<file path="config.mk">
export PLATFORM = sky130hd
export DESIGN_NAME = compute_cluster
export DESIGN_NICKNAME = d
export VERILOG_FILES = /design/src/rtl/compute_cluster_pkg.sv /design/src/rtl/compute_cluster_lane.sv /design/src/rtl/compute_cluster.sv
export SDC_FILE = /design/constraint.sdc
export NUM_CORES = 1
export LEC_CHECK = 0
export CORE_UTILIZATION = 65
export DETAILED_ROUTE_END_ITERATION = 16
export GPL_TIMING_DRIVEN = 0
export PLACE_DENSITY = 0.84
export REMOVE_ABC_BUFFERS = 1
export SYNTH_ARGS = -nofsm -noshare
export SYNTH_HDL_FRONTEND = slang
export SYNTH_SLANG_ARGS = --single-unit
export TNS_END_PERCENT = 50
</file>
<file path="constraint.sdc">
create_clock -name clk -period 5.9 [get_ports clk]
set_input_delay 1.77 -clock clk [delete_from_list [all_inputs] [get_ports clk]]
set_output_delay 1.77 -clock clk [all_outputs]
set_load 0.1 [all_outputs]
</file>
<file path="src/rtl/compute_cluster_pkg.sv">
// Shared opcodes, instruction field positions and FSM encodings for compute_cluster.
package compute_cluster_pkg;

    localparam int OP_HI   = 15;
    localparam int OP_LO   = 13;
    localparam int UNIT_HI = 12;
    localparam int UNIT_LO = 11;
    localparam int RD_HI   = 10;
    localparam int RD_LO   = 9;
    localparam int RS1_HI  = 8;
    localparam int RS1_LO  = 7;
    localparam int RS2_HI  = 6;
    localparam int RS2_LO  = 5;
    localparam int IMM_HI  = 7;
    localparam int IMM_LO  = 0;

    localparam logic [2:0] OP_NOP = 3'b000;
    localparam logic [2:0] OP_LDI = 3'b001;
    localparam logic [2:0] OP_ADD = 3'b010;
    localparam logic [2:0] OP_SUB = 3'b011;
    localparam logic [2:0] OP_AND = 3'b100;
    localparam logic [2:0] OP_OR  = 3'b101;
    localparam logic [2:0] OP_RD  = 3'b110;
    localparam logic [2:0] OP_RED = 3'b111;

    localparam logic [1:0] S_IDLE   = 2'd0;
    localparam logic [1:0] S_EXEC   = 2'd1;
    localparam logic [1:0] S_REDUCE = 2'd2;
    localparam logic [1:0] S_RESP   = 2'd3;

    typedef struct packed {
        logic [2:0] op;
        logic [1:0] unit;
        logic [1:0] rd;
        logic [1:0] rs1;
        logic [1:0] rs2;
        logic [7:0] imm;
    } instr_t;

    // imm overlaps rs1/rs2 in the raw word; only LDI looks at it.
    function automatic instr_t decode(input logic [15:0] w);
        instr_t r;
        r.op   = w[OP_HI:OP_LO];
        r.unit = w[UNIT_HI:UNIT_LO];
        r.rd   = w[RD_HI:RD_LO];
        r.rs1  = w[RS1_HI:RS1_LO];
        r.rs2  = w[RS2_HI:RS2_LO];
        r.imm  = w[IMM_HI:IMM_LO];
        return r;
    endfunction

endpackage

</file>
<file path="src/rtl/compute_cluster_lane.sv">
// One compute lane: 4-entry register file plus combinational ALU.
module compute_lane
    import compute_cluster_pkg::*;
#(
    parameter int DATA_W = 8
) (
    input  logic              clk,
    input  logic              rst_n,
    input  logic              we_i,
    input  logic [2:0]        op_i,
    input  logic [1:0]        rd_i,
    input  logic [1:0]        rs1_i,
    input  logic [1:0]        rs2_i,
    input  logic [DATA_W-1:0] imm_i,
    output logic [DATA_W-1:0] rs1_data_o
);

    logic [DATA_W-1:0] regs_q [4];
    logic [DATA_W-1:0] a;
    logic [DATA_W-1:0] b;
    logic [DATA_W-1:0] res_d;

    assign a          = regs_q[rs1_i];
    assign b          = regs_q[rs2_i];
    assign rs1_data_o = a;

    always_comb begin
        res_d = '0;
        case (op_i)
            OP_LDI:  res_d = imm_i;
            OP_ADD:  res_d = a + b;
            OP_SUB:  res_d = a - b;
            OP_AND:  res_d = a & b;
            OP_OR:   res_d = a | b;
            default: res_d = '0;
        endcase
    end

    always_ff @(posedge clk or negedge rst_n) begin
        if (!rst_n) begin
            for (int i = 0; i < 4; i++) regs_q[i] <= '0;
        end else if (we_i) begin
            regs_q[rd_i] <= res_d;
        end
    end

endmodule

</file>
<file path="src/rtl/compute_cluster.sv">
// Lane cluster with shared instruction/result handshakes and a central FSM.
// Define CLUSTER_REDUCE_EN to build the RED (XOR-reduce across lanes) op.
module compute_cluster
    import compute_cluster_pkg::*;
#(
    parameter int NUM_UNITS = 4,
    parameter int DATA_W    = 8
) (
    input  logic              clk,
    input  logic              rst_n,
    input  logic              ena,
    input  logic              in_valid,
    output logic              in_ready,
    input  logic [15:0]       in_instr,
    output logic              out_valid,
    input  logic              out_ready,
    output logic [DATA_W-1:0] out_data,
    output logic [1:0]        out_unit,
    output logic              err
);

    logic [1:0]        state_q, state_d;
    logic [15:0]       instr_q;
    logic              out_valid_q, out_valid_d;
    logic [DATA_W-1:0] out_data_q, out_data_d;
    logic [1:0]        out_unit_q, out_unit_d;
    logic              err_q, err_d;

    instr_t            ins;
    logic              unit_ok;
    logic              op_ok;
    logic              legal;
    logic              is_alu;
    logic              exec_wr;
    logic [DATA_W-1:0] sel_data;
    logic [DATA_W-1:0] rs1_data [NUM_UNITS];

    assign ins     = decode(instr_q);
    assign unit_ok = int'(ins.unit) < NUM_UNITS;
`ifdef CLUSTER_REDUCE_EN
    assign op_ok   = 1'b1;
`else
    assign op_ok   = ins.op != OP_RED;
`endif
    assign legal   = unit_ok && op_ok;
    assign is_alu  = (ins.op >= OP_LDI) && (ins.op <= OP_OR);
    assign exec_wr = (state_q == S_EXEC) && legal && is_alu;

    assign in_ready  = rst_n && ena && (state_q == S_IDLE);
    assign out_valid = out_valid_q;
    assign out_data  = out_data_q;
    assign out_unit  = out_unit_q;
    assign err       = err_q;

    for (genvar k = 0; k < NUM_UNITS; k++) begin : g_lane
        logic we;
        assign we = exec_wr && (ins.unit == 2'(k));
        compute_lane #(.DATA_W(DATA_W)) u_lane (
            .clk        (clk),
            .rst_n      (rst_n),
            .we_i       (we),
            .op_i       (ins.op),
            .rd_i       (ins.rd),
            .rs1_i      (ins.rs1),
            .rs2_i      (ins.rs2),
            .imm_i      (ins.imm[DATA_W-1:0]),
            .rs1_data_o (rs1_data[k])
        );
    end

    always_comb begin
        sel_data = '0;
        for (int k = 0; k < NUM_UNITS; k++) begin
            if (ins.unit == 2'(k)) sel_data = rs1_data[k];
        end
    end

`ifdef CLUSTER_REDUCE_EN
    logic [1:0]        cnt_q, cnt_d;
    logic [DATA_W-1:0] acc_q, acc_d;
    logic [DATA_W-1:0] red_data;

    always_comb begin
        red_data = '0;
        for (int k = 0; k < NUM_UNITS; k++) begin
            if (cnt_q == 2'(k)) red_data = rs1_data[k];
        end
    end

    always_ff @(posedge clk or negedge rst_n) begin
        if (!rst_n) begin
            cnt_q <= '0;
            acc_q <= '0;
        end else begin
            cnt_q <= cnt_d;
            acc_q <= acc_d;
        end
    end
`endif

    always_comb begin
        state_d     = state_q;
        out_valid_d = out_valid_q;
        out_data_d  = out_data_q;
        out_unit_d  = out_unit_q;
        err_d       = err_q;
`ifdef CLUSTER_REDUCE_EN
        cnt_d       = cnt_q;
        acc_d       = acc_q;
`endif
        case (state_q)
            S_IDLE: begin
                if (in_valid && in_ready) state_d = S_EXEC;
            end
            S_EXEC: begin
                state_d = S_IDLE;
                if (!legal) begin
                    err_d = 1'b1;
                end else if (ins.op == OP_RD) begin
                    out_data_d  = sel_data;
                    out_unit_d  = ins.unit;
                    out_valid_d = 1'b1;
                    state_d     = S_RESP;
                end
`ifdef CLUSTER_REDUCE_EN
                else if (ins.op == OP_RED) begin
                    cnt_d   = '0;
                    acc_d   = '0;
                    state_d = S_REDUCE;
                end
`endif
            end
`ifdef CLUSTER_REDUCE_EN
            S_REDUCE: begin
                acc_d = acc_q ^ red_data;
                cnt_d = cnt_q + 2'd1;
                if (int'(cnt_q) == NUM_UNITS - 1) begin
                    out_data_d  = acc_q ^ red_data;
                    out_unit_d  = '0;
                    out_valid_d = 1'b1;
                    state_d     = S_RESP;
                end
            end
`endif
            S_RESP: begin
                if (out_ready) begin
                    out_valid_d = 1'b0;
                    state_d     = S_IDLE;
                end
            end
            default: state_d = S_IDLE;
        endcase
    end

    always_ff @(posedge clk or negedge rst_n) begin
        if (!rst_n) begin
            state_q     <= S_IDLE;
            instr_q     <= '0;
            out_valid_q <= 1'b0;
            out_data_q  <= '0;
            out_unit_q  <= '0;
            err_q       <= 1'b0;
        end else begin
            state_q     <= state_d;
            out_valid_q <= out_valid_d;
            out_data_q  <= out_data_d;
            out_unit_q  <= out_unit_d;
            err_q       <= err_d;
            if (in_valid && in_ready) instr_q <= in_instr;
        end
    end

endmodule

</file>
# Yosys cells after proc, flatten, opt, wreduce, memory -nomap -nowiden
# Index checks and enable logic that the tools add are counted.
dict set report totals {
  reg_bits 158
  latchBits 0
  mem_bits_rw 0
  mem_bits_ro 0
  word_cells 129
  n_memories 0
}
dict set report classes {
  addsub 8
  mul 0
  div 0
  order_cmp 6
  n_eq_ne 16
  shift 0
  mux 47
  bitwise_logic 12
  reduce_logical 18
}
# operator n
set op_table {}
lappend op_table {{$mux W8} 21}
lappend op_table {{$pmux W8 S5} 4}
lappend op_table {{$bmux W8 S2} 8}
lappend op_table {{$bwmux W32} 4}
lappend op_table {{$add A8 B8 Y8} 4}
lappend op_table {{$and A8 B8 Y8} 4}
lappend op_table {{$or A8 B8 Y8} 4}
lappend op_table {{$sub A8 B8 Y8} 4}
lappend op_table {{$demux W8 S2} 1}
lappend op_table {{$logic_and A1 B1 Y1} 11}
lappend op_table {{$eq A3 B3 Y1 const B} 3}
lappend op_table {{$ge A3 B3 Y1 const B} 3}
lappend op_table {{$not A2 Y3} 3}
lappend op_table {{$mux W2} 4}
lappend op_table {{$eq A2 B2 Y1 const B} 3}
lappend op_table {{$eq A3 B2 Y1 const B} 2}
lappend op_table {{$pmux W2 S3} 1}
lappend op_table {{$eq A2 B1 Y1 const B} 2}
lappend op_table {{$logic_not A2 Y1} 2}
lappend op_table {{$ne A2 B1 Y1 const B} 2}
lappend op_table {{$ne A2 B2 Y1 const B} 2}
lappend op_table {{$reduce_and A2 Y1} 2}
lappend op_table {{$reduce_and A4 Y1} 1}
lappend op_table {{$eq A3 B1 Y1 const B} 1}
lappend op_table {{9 further kinds} 11}

# Depth between registers and ports, before layout
dict set report depth {
  word_depth 8
  mapped_depth 17
  depth_no_buf 14
}

# By module
# A second synthesis with hierarchy kept.
dict set report unflattened {
  hier_cells 1016
  hier_area_um2 10591.4
}
# module n_inst cells_each area_each_um2 seq_area_each_um2
set by_module_without_submodules {}
lappend by_module_without_submodules {{compute_lane (g_lane[0].u_lane ...)} 2 231 2278.4 800.8}
lappend by_module_without_submodules {{compute_lane (g_lane[2].u_lane)} 1 231 2283.4 800.8}
lappend by_module_without_submodules {{compute_lane (g_lane[3].u_lane)} 1 232 2280.9 800.8}
lappend by_module_without_submodules {compute_cluster 1 91 1470.2 750.7}

# Least setup slack after synthesis
# Ideal clock, no wire load.
dict set report synth_timing {
  path_kind {input to output}
  start {input port rst_n}
  end {output port in_ready}
  arrival_ps 3882
  slack_ps 248
  stages 2
  path_buffers 0
  cell_sequence {nand2_1 nor3_1}
}
dict set report synth_between {
  elab_chain_len 2
}
# item line
set synth_rtl {}
lappend synth_rtl {{from (decl)} compute_cluster.sv:10} ;# input logic rst_n,
lappend synth_rtl {{$logic_and A1 B1 Y1 (2 in a row)} compute_cluster.sv:49} ;# assign in_ready = rst_n && ena && (state_q == S_IDLE);
lappend synth_rtl {{to (decl)} compute_cluster.sv:13} ;# output logic in_ready,
# Every way passes these cells.

# Worst setup path after layout
# Ends and elaborated chain as after synthesis.

==> results.sh <==
export IMPL_cp_slowest_cell="sky130_fd_sc_hd__clkdlybuf4s50_1"
export IMPL_power_density_cell_area_nw_per_um2=463
export IMPL_overall_die_height_um=129
export IMPL_ys_ff_latch=158
export IMPL_finalWorstPathRequiredPeriod_ns=5.65
export IMPL_die_width_um=129
export IMPL_post_synth_most_frequent_cells="sky130_fd_sc_hd__dfrtp_1, sky130_fd_sc_hd__mux2_2, sky130_fd_sc_hd__mux4_2"
export IMPL_netlist_top_cell_by_area="sky130_fd_sc_hd__dfrtp_1"
export IMPL_clk_pin_slew_ns=0.07
export IMPL_nNetsFinal=951
export IMPL_crit_path_max_fanout=77
export IMPL_clk_insertion_delay_late_ns=0.43
export IMPL_setup_violations_final=0
export IMPL_synth_edf_count=0
export IMPL_ctsLongestPathBuffers=2
export IMPL_netlist_top_cells_area="sky130_fd_sc_hd__dfrtp_1, sky130_fd_sc_hd__mux4_2, sky130_fd_sc_hd__mux2_2"
export IMPL_worst_slew_pin_slew_ns=1.45
export IMPL_worst_setup_path_start_kind="input pin"
export IMPL_share_of_the_cycle_needed_by_the_critical_path_after_routing_pct=95.8
export IMPL_post_cts_repair_setup_buffers=0
export IMPL_rrSetupSlack_ns=1.04
export IMPL_first_pass_iters=5
export IMPL_met2_length_um=13300
export IMPL_placedInstanceArea_um2=10900
export IMPL_detail_route_wl_per_cell_um=25.0
export IMPL_io_buffers=33
export IMPL_place_congestion=0.889
export IMPL_insertedDiodeCount=0
export IMPL_synth_most_common_cell="sky130_fd_sc_hd__dfrtp_1"
export IMPL_tritoncts_clock_tree="done"
export IMPL_hold_path_class="reg -> reg"
export IMPL_cts_made_buffers=17
export IMPL_post_synth_instance_area_um2=10400
export IMPL_vias=7763
export IMPL_route_detailed_vias_per_inst=6.99
export IMPL_grt_setup_unrepaired="no"
export IMPL_met3WireLength_um=2160
export IMPL_floorplan_die_area_um2=16500
export IMPL_design_power_total_mw=5.31
export IMPL_path_cells="buf_6 -> nand2_1 -> nor3_1 -> clkdlybuf4s50_1"
export IMPL_seq_area_frac_synth_pct=38.0
export IMPL_number_of_antenna_violations_at_the_first_check_in_global_routing=1
export IMPL_yosys_warnings=0
export IMPL_cts_sinks=158
export IMPL_worst_endpoint_required_ns=4.13
export IMPL_result_of_the_run="finished clean"
export IMPL_timing_final_max_slew_violations=0
export IMPL_grt_total_usage_pct=35.7
export IMPL_routed_top_layer="met4"
export IMPL_synthArstFlopShare_pct=100
export IMPL_critPathMaxStageDelay_ns=1.18
export IMPL_criticalPathCategory="in -> out"
export IMPL_max_frequency_mhz=177
export IMPL_rows=45
export IMPL_grt_start_max_net_pins=84
export IMPL_syn_instance_count=875
export IMPL_worstSetupEndpointType="output pin"
export IMPL_ctsHoldBuffers=0
export IMPL_cap_viol_max_count=0
export IMPL_main_synth_ff_type="sky130_fd_sc_hd__dfrtp_1"
export IMPL_report_final_hold_viol_count=0
export IMPL_area_delta_synth_final_pct=10.1
export IMPL_detailed_route_drc_error_count=0
export IMPL_grt_pass1_vias=8010
export IMPL_maxSlewHeadroom_pct=3.15
export IMPL_fin_worst_skew_ns=0.00895
export IMPL_ios=34
export IMPL_remaining_overflow_grt=0
export IMPL_worstPathArrival_ns=3.88
export IMPL_detailedRoute_firstIterationViolations=833
export IMPL_clock_tree_root_cell="sky130_fd_sc_hd__clkbuf_16"
export IMPL_final_fill_count=980
export IMPL_synthDistinctLibCells=58
export IMPL_ctsHtreeMaxLevel=4
export IMPL_post_route_cells_drive_above_1_share_pct=29.4
export IMPL_postRouteWirelength_um=27700
export IMPL_synth_top_area_share_pct=38.0
export IMPL_initial_utilization_pct=67.5
export IMPL_drt_antenna_violating_nets=0
export IMPL_dp_hpwl_um=18400
export IMPL_grt_pass1_wl_um=43600
export IMPL_route_layer_met1_wl_um=11200
export IMPL_synthesis_area_per_instance_um2=11.9
export IMPL_finish_instance_area_um2=11500
export IMPL_static_leakage_power_nw=4.94
export IMPL_placeableCoreArea_um2=15400
export IMPL_cts_resized=0
export IMPL_worst_ir_drop_vdd_uv=285
[cells in the final DEF (no fill, tap or decap), types with 4 or more instances in the layout]
cell and n:
sky130_fd_sc_hd__a21oi_1 54, sky130_fd_sc_hd__dfrtp_1 152, sky130_fd_sc_hd__o22ai_1 7, sky130_fd_sc_hd__inv_1 30, sky130_fd_sc_hd__nor2b_1 16, sky130_fd_sc_hd__clkdlybuf4s50_1 32
sky130_fd_sc_hd__nand3_1 10, sky130_fd_sc_hd__o21a_1 5, sky130_fd_sc_hd__or3_1 8, sky130_fd_sc_hd__ha_1 40, sky130_fd_sc_hd__o41ai_1 7, sky130_fd_sc_hd__mux4_2 72
sky130_fd_sc_hd__fa_1 4, sky130_fd_sc_hd__mux2_4 4, sky130_fd_sc_hd__nor2_1 48, sky130_fd_sc_hd__a22oi_1 4, sky130_fd_sc_hd__o21ai_0 42, sky130_fd_sc_hd__and2_1 5
sky130_fd_sc_hd__o21ai_1 4, sky130_fd_sc_hd__dfrtp_2 6, sky130_fd_sc_hd__o211ai_1 9, sky130_fd_sc_hd__xor2_1 14, sky130_fd_sc_hd__o32ai_1 4, sky130_fd_sc_hd__inv_6 4
sky130_fd_sc_hd__nand2_1 50, sky130_fd_sc_hd__mux2_2 128, sky130_fd_sc_hd__maj3_1 20, sky130_fd_sc_hd__clkbuf_16 17, sky130_fd_sc_hd__clkinv_2 4, sky130_fd_sc_hd__xnor2_1 25
sky130_fd_sc_hd__a31oi_1 6, sky130_fd_sc_hd__nand2b_1 7
[critical path, delay by kind of cell]
kind	cells	cell delay, ns
AND/OR/NAND/NOR	2	0.33
buffers and inverters	2	1.70
[flip-flops by register name, indices dropped and copies added (netlist names)]
register	count
err	1
g_lane.u_lane.regs_q	128
instr_q	16
out_data	8
out_unit	2
out_valid	1
state_q	2
[routing by layer]
metal / up-vias / GRT usage, %
met5: - / 0
met4: 0 / 17.0
met3: 87 / 7.40
met2: 382 / 56.5
met1: 4002 / 47.4
li1: 3292 / -
[through the flow]
stage | TNS, ns | utilization [%] | cells | setup WS [ns] | hold slack (ns)
2_1_floorplan | 0 | - | 830 | 0.248 | 0.461
3_3_place_gp | -491.22 | 69.9 | 1074 | -4.65 | 0.449
3_5_place_dp | 0 | 70.6 | 1078 | 0.240 | 0.443
4_1_cts | 0 | 74.3 | 1110 | 0.234 | 0.458
5_1_grt | 0 | 74.3 | 1110 | 0.0597 | 0.488
6_report | 0 | 74.3 | 1110 | 0.250 | 0.454
[final cells by class]
class                   count  area, um2  area share [%]
multi-input cells         642       6130            53.5
clock buffers              18        439            3.83
flip-flops and latches    158       3960            34.6
inverters                  30        113           0.982
well taps                 211        264            2.30
repair buffers             37        419            3.66
clock inverters            14        133            1.16
[final timing paths]
check | startpoint | endpoint | depth (start not counted)
worst max-delay path | rst_n | in_ready | 4
worst min-delay path | err | err | 1
worst max register to register | instr_q[13] | g_lane[2].u_lane.regs_q[7] | 11
worst min register to register | err | err | 1
max in group asynchronous | rst_n | instr_q[7] | 2
min in group asynchronous | rst_n | g_lane[1].u_lane.regs_q[30] | 1
[cells by family (layout without fill, tap and decap cells)]
family / after synthesis / after routing / share of synthesized area [%]
simple gates: 168 / 168 / 7.85
compound gates: 163 / 163 / 9.84
mux: 208 / 208 / 30.4
buf+inv: 75 / 99 / 3.17
flops: 158 / 158 / 38.0
xor+xnor: 39 / 39 / 3.28
fa+ha+maj: 64 / 64 / 7.50
[report_power, final]
| group | internal (mW) | total, mW | switching, mW |
|---|---|---|---|
| clock network | 0.601 | 1.08 | 0.481 |
| registers | 1.28 | 1.58 | 0.303 |
| logic | 1.20 | 2.64 | 1.44 |
(Power assumes the default switching activity.)
